===== src/rtl/exmem_stage.sv =====
// -----------------------------------------------------------------------------
// exmem_stage
//   EX/MEM pipeline stage. Latches the executed instruction, performs the
//   data-memory access over a REQ/ACK handshake with a bounded wait, stalls
//   upstream while the access is outstanding, and presents the completed
//   instruction (ALU result or load data) to MEM/WB.
//   All state updates on the falling edge of CLK; RST is asynchronous,
//   active high.
//
// Ports
//   CLK, RST                  clock (falling-edge active), async reset
//   IN_VALID, FLUSH           incoming instruction qualifier / squash
//   ALU_RESULT, ST_DATA       EX result (also byte address), store data
//   WA, BE, MEM_RD, MEM_WR    destination reg, byte enables, load/store
//   RWSrc, RF_WE              write-back source select, RF write enable
//   D_MEM_ACK, D_MEM_DI       memory completion and read data
//   STALL                     freeze upstream while an access is pending
//   D_MEM_REQ/ADDR/WE/BE/DOUT memory request side
//   OUT_VALID                 completed instruction strobe to MEM/WB
//   ALU_RESULT_OUT, LD_DATA_OUT, WA_OUT, RWSrc_OUT, RF_WE_OUT
//                             latched write-back payload
//   MEM_ERR                   sticky memory timeout flag
// -----------------------------------------------------------------------------
module exmem_stage #(
  parameter int unsigned ADDR_W     = 12,
  parameter int unsigned WAIT_LIMIT = 15
) (
  input  logic              CLK,
  input  logic              RST,
  input  logic              IN_VALID,
  input  logic              FLUSH,
  input  logic [31:0]       ALU_RESULT,
  input  logic [31:0]       ST_DATA,
  input  logic [4:0]        WA,
  input  logic [3:0]        BE,
  input  logic              MEM_RD,
  input  logic              MEM_WR,
  input  logic [1:0]        RWSrc,
  input  logic              RF_WE,
  input  logic              D_MEM_ACK,
  input  logic [31:0]       D_MEM_DI,
  output logic              STALL,
  output logic              D_MEM_REQ,
  output logic [ADDR_W-1:0] D_MEM_ADDR,
  output logic              D_MEM_WE,
  output logic [3:0]        D_MEM_BE,
  output logic [31:0]       D_MEM_DOUT,
  output logic              OUT_VALID,
  output logic [31:0]       ALU_RESULT_OUT,
  output logic [31:0]       LD_DATA_OUT,
  output logic [4:0]        WA_OUT,
  output logic [1:0]        RWSrc_OUT,
  output logic              RF_WE_OUT,
  output logic              MEM_ERR
);

  localparam int unsigned CNT_W = (WAIT_LIMIT == 0) ? 1 : $clog2(WAIT_LIMIT + 1);
  // Counter value seen on the WAIT_LIMIT-th ACCESS edge (counts prior waits)
  localparam int unsigned LAST  = (WAIT_LIMIT > 0) ? WAIT_LIMIT - 1 : 0;

  typedef enum logic {
    IDLE   = 1'b0,
    ACCESS = 1'b1
  } state_t;

  state_t             state_q, state_d;
  logic [CNT_W-1:0]   cnt_q, cnt_d;
  logic [31:0]        alu_q, alu_d;
  logic [31:0]        st_q, st_d;
  logic [4:0]         wa_q, wa_d;
  logic [3:0]         be_q, be_d;
  logic               rd_q, rd_d;
  logic               wr_q, wr_d;
  logic [1:0]         rws_q, rws_d;
  logic               rfwe_q, rfwe_d;
  logic               out_valid_q, out_valid_d;
  logic               rf_we_out_q, rf_we_out_d;
  logic [31:0]        ld_q, ld_d;
  logic               err_q, err_d;

  // State and payload registers
  always_ff @(negedge CLK or posedge RST) begin
    if (RST) begin
      state_q     <= IDLE;
      cnt_q       <= '0;
      alu_q       <= '0;
      st_q        <= '0;
      wa_q        <= '0;
      be_q        <= '0;
      rd_q        <= 1'b0;
      wr_q        <= 1'b0;
      rws_q       <= '0;
      rfwe_q      <= 1'b0;
      out_valid_q <= 1'b0;
      rf_we_out_q <= 1'b0;
      ld_q        <= '0;
      err_q       <= 1'b0;
    end else begin
      state_q     <= state_d;
      cnt_q       <= cnt_d;
      alu_q       <= alu_d;
      st_q        <= st_d;
      wa_q        <= wa_d;
      be_q        <= be_d;
      rd_q        <= rd_d;
      wr_q        <= wr_d;
      rws_q       <= rws_d;
      rfwe_q      <= rfwe_d;
      out_valid_q <= out_valid_d;
      rf_we_out_q <= rf_we_out_d;
      ld_q        <= ld_d;
      err_q       <= err_d;
    end
  end

  // Next-state and next-output logic
  always_comb begin
    state_d     = state_q;
    cnt_d       = cnt_q;
    alu_d       = alu_q;
    st_d        = st_q;
    wa_d        = wa_q;
    be_d        = be_q;
    rd_d        = rd_q;
    wr_d        = wr_q;
    rws_d       = rws_q;
    rfwe_d      = rfwe_q;
    out_valid_d = 1'b0;
    rf_we_out_d = 1'b0;
    ld_d        = ld_q;
    err_d       = err_q;

    case (state_q)
      IDLE: begin
        if (IN_VALID && !FLUSH) begin
          alu_d  = ALU_RESULT;
          st_d   = ST_DATA;
          wa_d   = WA;
          be_d   = BE;
          rd_d   = MEM_RD;
          wr_d   = MEM_WR;
          rws_d  = RWSrc;
          rfwe_d = RF_WE;
          if (MEM_RD || MEM_WR) begin
            state_d = ACCESS;
            cnt_d   = '0;
          end else begin
            out_valid_d = 1'b1;
            rf_we_out_d = RF_WE;
          end
        end
      end

      ACCESS: begin
        if (D_MEM_ACK) begin
          // RD+WR together behaves as a store: no capture, no RF write
          if (rd_q && !wr_q) begin
            ld_d = D_MEM_DI;
          end
          out_valid_d = 1'b1;
          rf_we_out_d = rfwe_q && !(rd_q && wr_q);
          state_d     = IDLE;
        end else if ((WAIT_LIMIT > 0) && (cnt_q == CNT_W'(LAST))) begin
          err_d       = 1'b1;
          ld_d        = '0;
          out_valid_d = 1'b1;
          state_d     = IDLE;
        end else if (WAIT_LIMIT > 0) begin
          cnt_d = cnt_q + CNT_W'(1);
        end
      end

      default: begin
        state_d = IDLE;
      end
    endcase
  end

  // Memory side is decoded straight from the state and latched fields
  assign STALL          = (state_q == ACCESS);
  assign D_MEM_REQ      = (state_q == ACCESS);
  assign D_MEM_WE       = (state_q == ACCESS) && wr_q;
  assign D_MEM_ADDR     = alu_q[ADDR_W-1:0];
  assign D_MEM_BE       = be_q;
  assign D_MEM_DOUT     = st_q;

  assign OUT_VALID      = out_valid_q;
  assign ALU_RESULT_OUT = alu_q;
  assign LD_DATA_OUT    = ld_q;
  assign WA_OUT         = wa_q;
  assign RWSrc_OUT      = rws_q;
  assign RF_WE_OUT      = rf_we_out_q;
  assign MEM_ERR        = err_q;

endmodule


===== config.mk =====
export PLATFORM = sky130hd
export DESIGN_NAME = exmem_stage
export DESIGN_NICKNAME = d
export VERILOG_FILES = /design/src/rtl/exmem_stage.sv
export SDC_FILE = /design/constraint.sdc
export NUM_CORES = 1
export LEC_CHECK = 0
export ABC_AREA = 1
export ABC_CLOCK_PERIOD_IN_PS = 4600
export CAP_MARGIN = 20
export CORE_MARGIN = 5
export CORE_UTILIZATION = 40
export DETAILED_ROUTE_END_ITERATION = 10
export PLACE_DENSITY = 0.83
export SYNTH_ARGS = -nofsm -noshare
export SYNTH_HDL_FRONTEND = slang
export SYNTH_SLANG_ARGS = --single-unit
export TNS_END_PERCENT = 1

===== constraint.sdc =====
create_clock -name CLK -period 4.6 [get_ports CLK]
set_input_delay 0.46 -clock CLK [delete_from_list [all_inputs] [get_ports CLK]]
set_output_delay 0.46 -clock CLK [all_outputs]
set_load 0.02 [all_outputs]

==> impl_metrics.yaml, run 1 <==
logic_synthesis:
  synth_fa_ha_area_share_pct: 0.5030
  syn_inst: 605
  synth_compound_area_share_pct: 0.4024
  muxShareOfSynthArea_pct: 0
  synth_fp_nets: 722
  syn_area_per_cell_um2: 8.223
  synth_xor_area_share_pct: 0.1761
  yosysSeqAreaShare_pct: 59.36
  yosysWarningCount: 0
  synth-simple-area-share_pct: 31.36
  ys_types: 19
  synth_area_um2: 4975
  synth_top_family_by_area: "simple AND/OR/NAND/NOR gates"
  ys_ff_latch: 118
global_route:
  grt_max_degree: 60
  grtUsageTotal_pct: 19.43
  first_global_vias: 4522
  grt-ovfl-total: 0
  grt_pass1_wl_mm: 22.47
  antenna_found_initial: 0
routing:
  firstDrtPassIters: 4
  num_vias: 4517
  wl_per_cell_um: 13.91
  avgViaCountPerCell: 4.468
  drtAntennaViolNets: 0
  drt_iter0_drc: 320
  wl_mm: 14.06
  drc_errors: 0
timing:
  drv_slew: 0
  setup_tns_ps: 0
  finalSetupViolations: 0
  rsz0062_at_grt: "no"
  slew_headroom_pct: 76.17
  hold_violations: 0
  skew_ps: 7.225
  tightest_slew_ps: 357.2
clocking:
  h-tree-depth: 4
  clock_sinks: 118
  root_buffer: "clkbuf_16"
  cts_hold_buf: 0
  cts.clk_slew.worst_paths_ps: 40
  post_cts_resized: 0
  post-cts-setup-buffers: 0
  tritoncts: "built"
  cts_buffer_depth: 2
  insertion_delay_ps: 380
  cts_buffers: 17
place:
  io_buffer_count: 239
  placed_area_um2: 7447
  dp_hpwl_mm: 10.26
  gp_congestion: 0.7728
setup_path:
  cp-end-kind: "primary output"
  worstReg2RegStart: "cnt_q[0]"
  reg2reg_to: "LD_DATA_OUT[8]"
  startpoint_type: "flip-flop"
  critPathKind: "reg2out"
  crit_arrival_ps: 4030
  ff2ff_path_depth: 8
  cp_max_fo: 7
  critPathRequiredTime_ps: 4140
  rrSetupSlack_ps: 2800
layout:
  diodes: 0
  drive_gt1_share_pct: 5.338
  layout_commonest_cell: "nand2_1"
  area_growth_pct: 61.27
  mostFrequentLayoutCells: "nand2_1 (343), clkdlybuf4s50_1 (239), dfrtn_1 (118)"
  nets: 948
  fillers: 995
  design_area_um2: 8023
power_and_ir_drop:
  irDropWorstVdd_mv: 0.2431
  intPower_w: 0.002740
  p_leak_nw: 4.139
  p_comb_share_pct: 31.4
  sw_frac_of_total_pct: 30.34
  clockPowerShare_pct: 32.1
  netSwitchingPower_w: 0.001193
  pwr_density_cell_nw_per_um2: 490.3
  seq_power_share_pct: 36.5
floorplan:
  die_h_um: 121.5
  coreArea_um2: 12110
  die_w_um: 121.5
  num_rows: 40
  start_util_pct: 41.07
  dieArea_um2: 14770
  io_pins: 240
min_path:
  hp-class: "reg2reg"
  holdPathEnd: "D_MEM_DOUT[22]"
  min_from: "D_MEM_DOUT[22]"
  hold_depth: 2
run_status:
  status: "completed"
job:
  maxCapViolCount: 0
-- power groups by stage --
| stage | registers (W) | logic [W] | clock network (W) |
|---|---|---|---|
| floorplan | 0.00171 | 0.000319 | 0 |
| global placement | 0.00144 | 0.00123 | 0 |
| detailed placement | 0.00145 | 0.00125 | 0 |
| CTS | 0.00144 | 0.00126 | 0.00129 |
| global route | 0.00147 | 0.00133 | 0.00133 |
| finish | 0.00144 | 0.00124 | 0.00126 |
-- routing by layer --
layer	part of all wire (%)	vias to the layer above	global-route usage, %
met2	49	166	32.75
met4	1.8	0	7.143
met5	0	-	0
met3	9.7	19	7.925
met1	39	2077	22.23
li1	-	2255	-
-- Yosys cell counts --
| library cell | n | area, µm² |
|---|---|---|
| nand2_1 | 343 | 1287 |
| dfrtn_1 | 118 | 2953 |
| inv_1 | 41 | 153.9 |
| nand3_1 | 40 | 200.2 |
| buf_4 | 14 | 105.1 |
| clkbuf_1 | 14 | 52.55 |
| buf_2 | 11 | 55.05 |
| nor2_1 | 5 | 18.77 |
| o21ai_0 | 4 | 20.02 |
| buf_6 | 3 | 33.78 |
| ha_1 | 2 | 25.02 |
| inv_2 | 2 | 7.510 |
| nand2_2 | 2 | 12.51 |
| nand2_4 | 1 | 11.26 |
| nand4_1 | 1 | 6.260 |
| nor2_2 | 1 | 6.260 |
| nor2_4 | 1 | 11.26 |
| or2_2 | 1 | 6.260 |
| xnor2_1 | 1 | 8.760 |
-- critical path, stage by stage (launching register included) --
cell	delay (ps)
dfrtn_1	590
nand2_1	90
inv_1	60
clkdlybuf4s50_1	610
-- worst max-delay path by stage --
stage,start,to,cells past startpoint
CTS,D_MEM_REQ,D_MEM_WE,3
floorplan,RST,ALU_RESULT_OUT[0],1
global route,D_MEM_REQ,D_MEM_WE,3
detailed placement,D_MEM_ACK,LD_DATA_OUT[4],7
global placement,D_MEM_ACK,LD_DATA_OUT[30],7
finish,D_MEM_REQ,D_MEM_WE,3
-- flip-flops by register name (all words and copies together), names as in the netlist, 2 cells and up --
signal / cells
cnt_q: 4
LD_DATA_OUT: 32
D_MEM_DOUT: 32
RWSrc_OUT: 2
WA_OUT: 5
D_MEM_BE: 4
ALU_RESULT_OUT: 32
-- final cells by class --
type	instances	area, µm²	area share [%]
clock buffer	29	540.5	6.737
clock inverter	2	35.03	0.4367
inverter	43	165.2	2.059
multi-input combinational	402	1614	20.12
sequential	118	2953	36.81
tap	168	210.2	2.620
timing repair buffer	249	2505	31.22
-- cells by family (layout without fill, tap and decap cells) --
kind of cell / count (synthesis) / count (layout)
AO/OA/AOI/OAI: 4 / 4
XOR/XNOR: 1 / 1
adder cells (fa/ha/maj): 2 / 2
buffers and inverters: 85 / 323
flip-flops: 118 / 118
AND/OR/NAND/NOR: 395 / 395
-- stage by stage --
stage	setup slack [ps]	std cells	utilization, %	total power [W]	hold WS (ps)
after CTS	77.39	1011	66.24	0.003978	419.1
after global placement	406.0	980	61.49	0.002671	407.8
after detailed placement	369.3	980	61.49	0.002697	417.7
after floorplan	503.1	605	-	0.002028	403.3
after global routing	23.75	1011	66.24	0.004130	434.4
final	111.3	1011	66.24	0.003933	415.8
No activity file was read; power rests on OpenSTA's default activity.
==> run 2, diff against run 1 <==
Settings changed: CORE_MARGIN 5 to 3.
==> impl_metrics.yaml, run 2 (synthesis results as in run 1) <==
layout:
  drive_gt1_share_pct: 6.021
  fin_cells: 1015
  nets: 952
  mostFrequentLayoutCells: "nand2_1 (343), clkdlybuf4s50_1 (239), dfrtn_1 (118)"
  layout_commonest_cell: "nand2_1"
  diodes: 0
  area_growth_pct: 62.42
timing:
  finalSetupViolations: 0
  hold_violations: 0
  rsz0062_at_grt: "no"
  setup_tns_ps: 0
  slew_headroom_pct: 76.10
  tightest_slew_ps: 358.5
  skew_ps: 7.294
  drv_slew: 0
run_status:
  status: "completed"
clocking:
  cts_buffer_depth: 2
  root_buffer: "clkbuf_16"
  cts_buffers: 17
  insertion_delay_ps: 390
  post-cts-setup-buffers: 0
  post_cts_resized: 0
  tritoncts: "built"
  cts_hold_buf: 0
  h-tree-depth: 4
  cts.clk_slew.worst_paths_ps: 40
  clock_sinks: 118
global_route:
  antenna_found_initial: 1
  grtUsageTotal_pct: 20.47
  grt_pass1_wl_mm: 22.65
  grt-ovfl-total: 0
  grt_max_degree: 67
  first_global_vias: 4508
place:
  io_buffer_count: 239
  dp.cells: 980
  gp_congestion: 0.7716
  dp_hpwl_mm: 9.716
floorplan:
  start_util_pct: 41.24
  dieArea_um2: 13810
  num_rows: 40
  io_pins: 240
  die_h_um: 117.5
  coreArea_um2: 12060
  die_w_um: 117.5
min_path:
  min_from: "D_MEM_DOUT[27]"
  hp-class: "reg2reg"
routing:
  drtAntennaViolNets: 0
  wl_mm: 13.66
  num_vias: 4552
  avgViaCountPerCell: 4.485
  firstDrtPassIters: 5
  drc_errors: 0
  wl_per_cell_um: 13.46
  drt_iter0_drc: 350
setup_path:
  crit_start: "D_MEM_REQ"
  critPathRequiredTime_ps: 4140
  crit_arrival_ps: 3920
  max_stage_delay_ps: 620
  cp_max_fo: 5
  worstReg2RegStart: "cnt_q[0]"
  cp-end-kind: "primary output"
  slowest_stage: "clkdlybuf4s50_1"
  startpoint_type: "flip-flop"
  critPathKind: "reg2out"
  crit_chain: "nand2_1, inv_1, clkdlybuf4s50_1"
power_and_ir_drop:
  p_leak_nw: 4.168
  pwr_density_cell_nw_per_um2: 495.0
  irDropWorstVdd_mv: 0.2995
job:
  maxCapViolCount: 0
==> run 2: cell count changes in the layout (fill, tap and decap cells not counted), sizes merged <==
cell,previous run,this run
clkbuf,29,22
buf,10,14
clkinv,1,5
bufinv,1,3
clkinvlp,1,2
==> run 2: path summary, 6_finish.rpt <==
| kind | to | slack [ps] | cells after the start |
|---|---|---|---|
| max | D_MEM_WE | 220 | 3 |
| min | D_MEM_DOUT[27] | 410 | 2 |
| max reg2reg | LD_DATA_OUT[0] | 2720 | 8 |
| min reg2reg | D_MEM_DOUT[27] | 410 | 2 |
| max in group asynchronous | ALU_RESULT_OUT[28] | 1540 | 3 |
| min in group asynchronous | D_MEM_DOUT[29] | 2710 | 3 |
==> run 2: critical path, delay by kind of cell (launching register included) <==
kind	cells	cell delay, ps
flops	1	480
buf+inv	2	680
simple gates	1	70
==> run 2: layout make-up <==
| cell class | count | area (µm²) |
|---|---|---|
| Tap cell | 168 | 210.2 |
| Clock buffer | 22 | 464.2 |
| Multi-Input combinational cell | 402 | 1614 |
| Fill cell | 957 | 3981 |
| Clock inverter | 9 | 126.4 |
| Timing Repair Buffer | 253 | 2547 |
| Inverter | 43 | 165.2 |
| Sequential cell | 118 | 2953 |
==> run 2: through the flow <==
| stage | hold WS [ps] | utilization, % | area, µm² | setup WS [ps] | total power (W) |
|---|---|---|---|---|---|
| finish | 412.5 | 66.99 | 8080 | 222.0 | 0.004000 |
| global route | 439.3 | 66.99 | 8080 | 138.6 | 0.004198 |
| CTS | 411.4 | 66.74 | 8050 | 40.83 | 0.004039 |
| detailed placement | 409.6 | 61.85 | 7460 | 291.3 | 0.002694 |
| global placement | 413.4 | 61.85 | 7460 | 341.5 | 0.002669 |
| floorplan | 403.3 | - | 4979 | 503.1 | 0.002028 |
==> run 2: power breakdown <==
group | switching, W | internal, W
logic | 0.000629 | 0.000612
clock network | 0.000449 | 0.000873
registers | 0.000143 | 0.00129
total | 0.00122 | 0.00278
==> run 2: routing by layer <==
metal  track usage (%)  vias up  wire [µm]  part of all wire, %
li1                  -     2266          -                    -
met1             24.67     2085       5635                   41
met4             7.839        2        286                  2.1
met5                 0        -         13                0.095
met3             8.169       26       1092                  8.0
met2             33.16      173       6632                   49
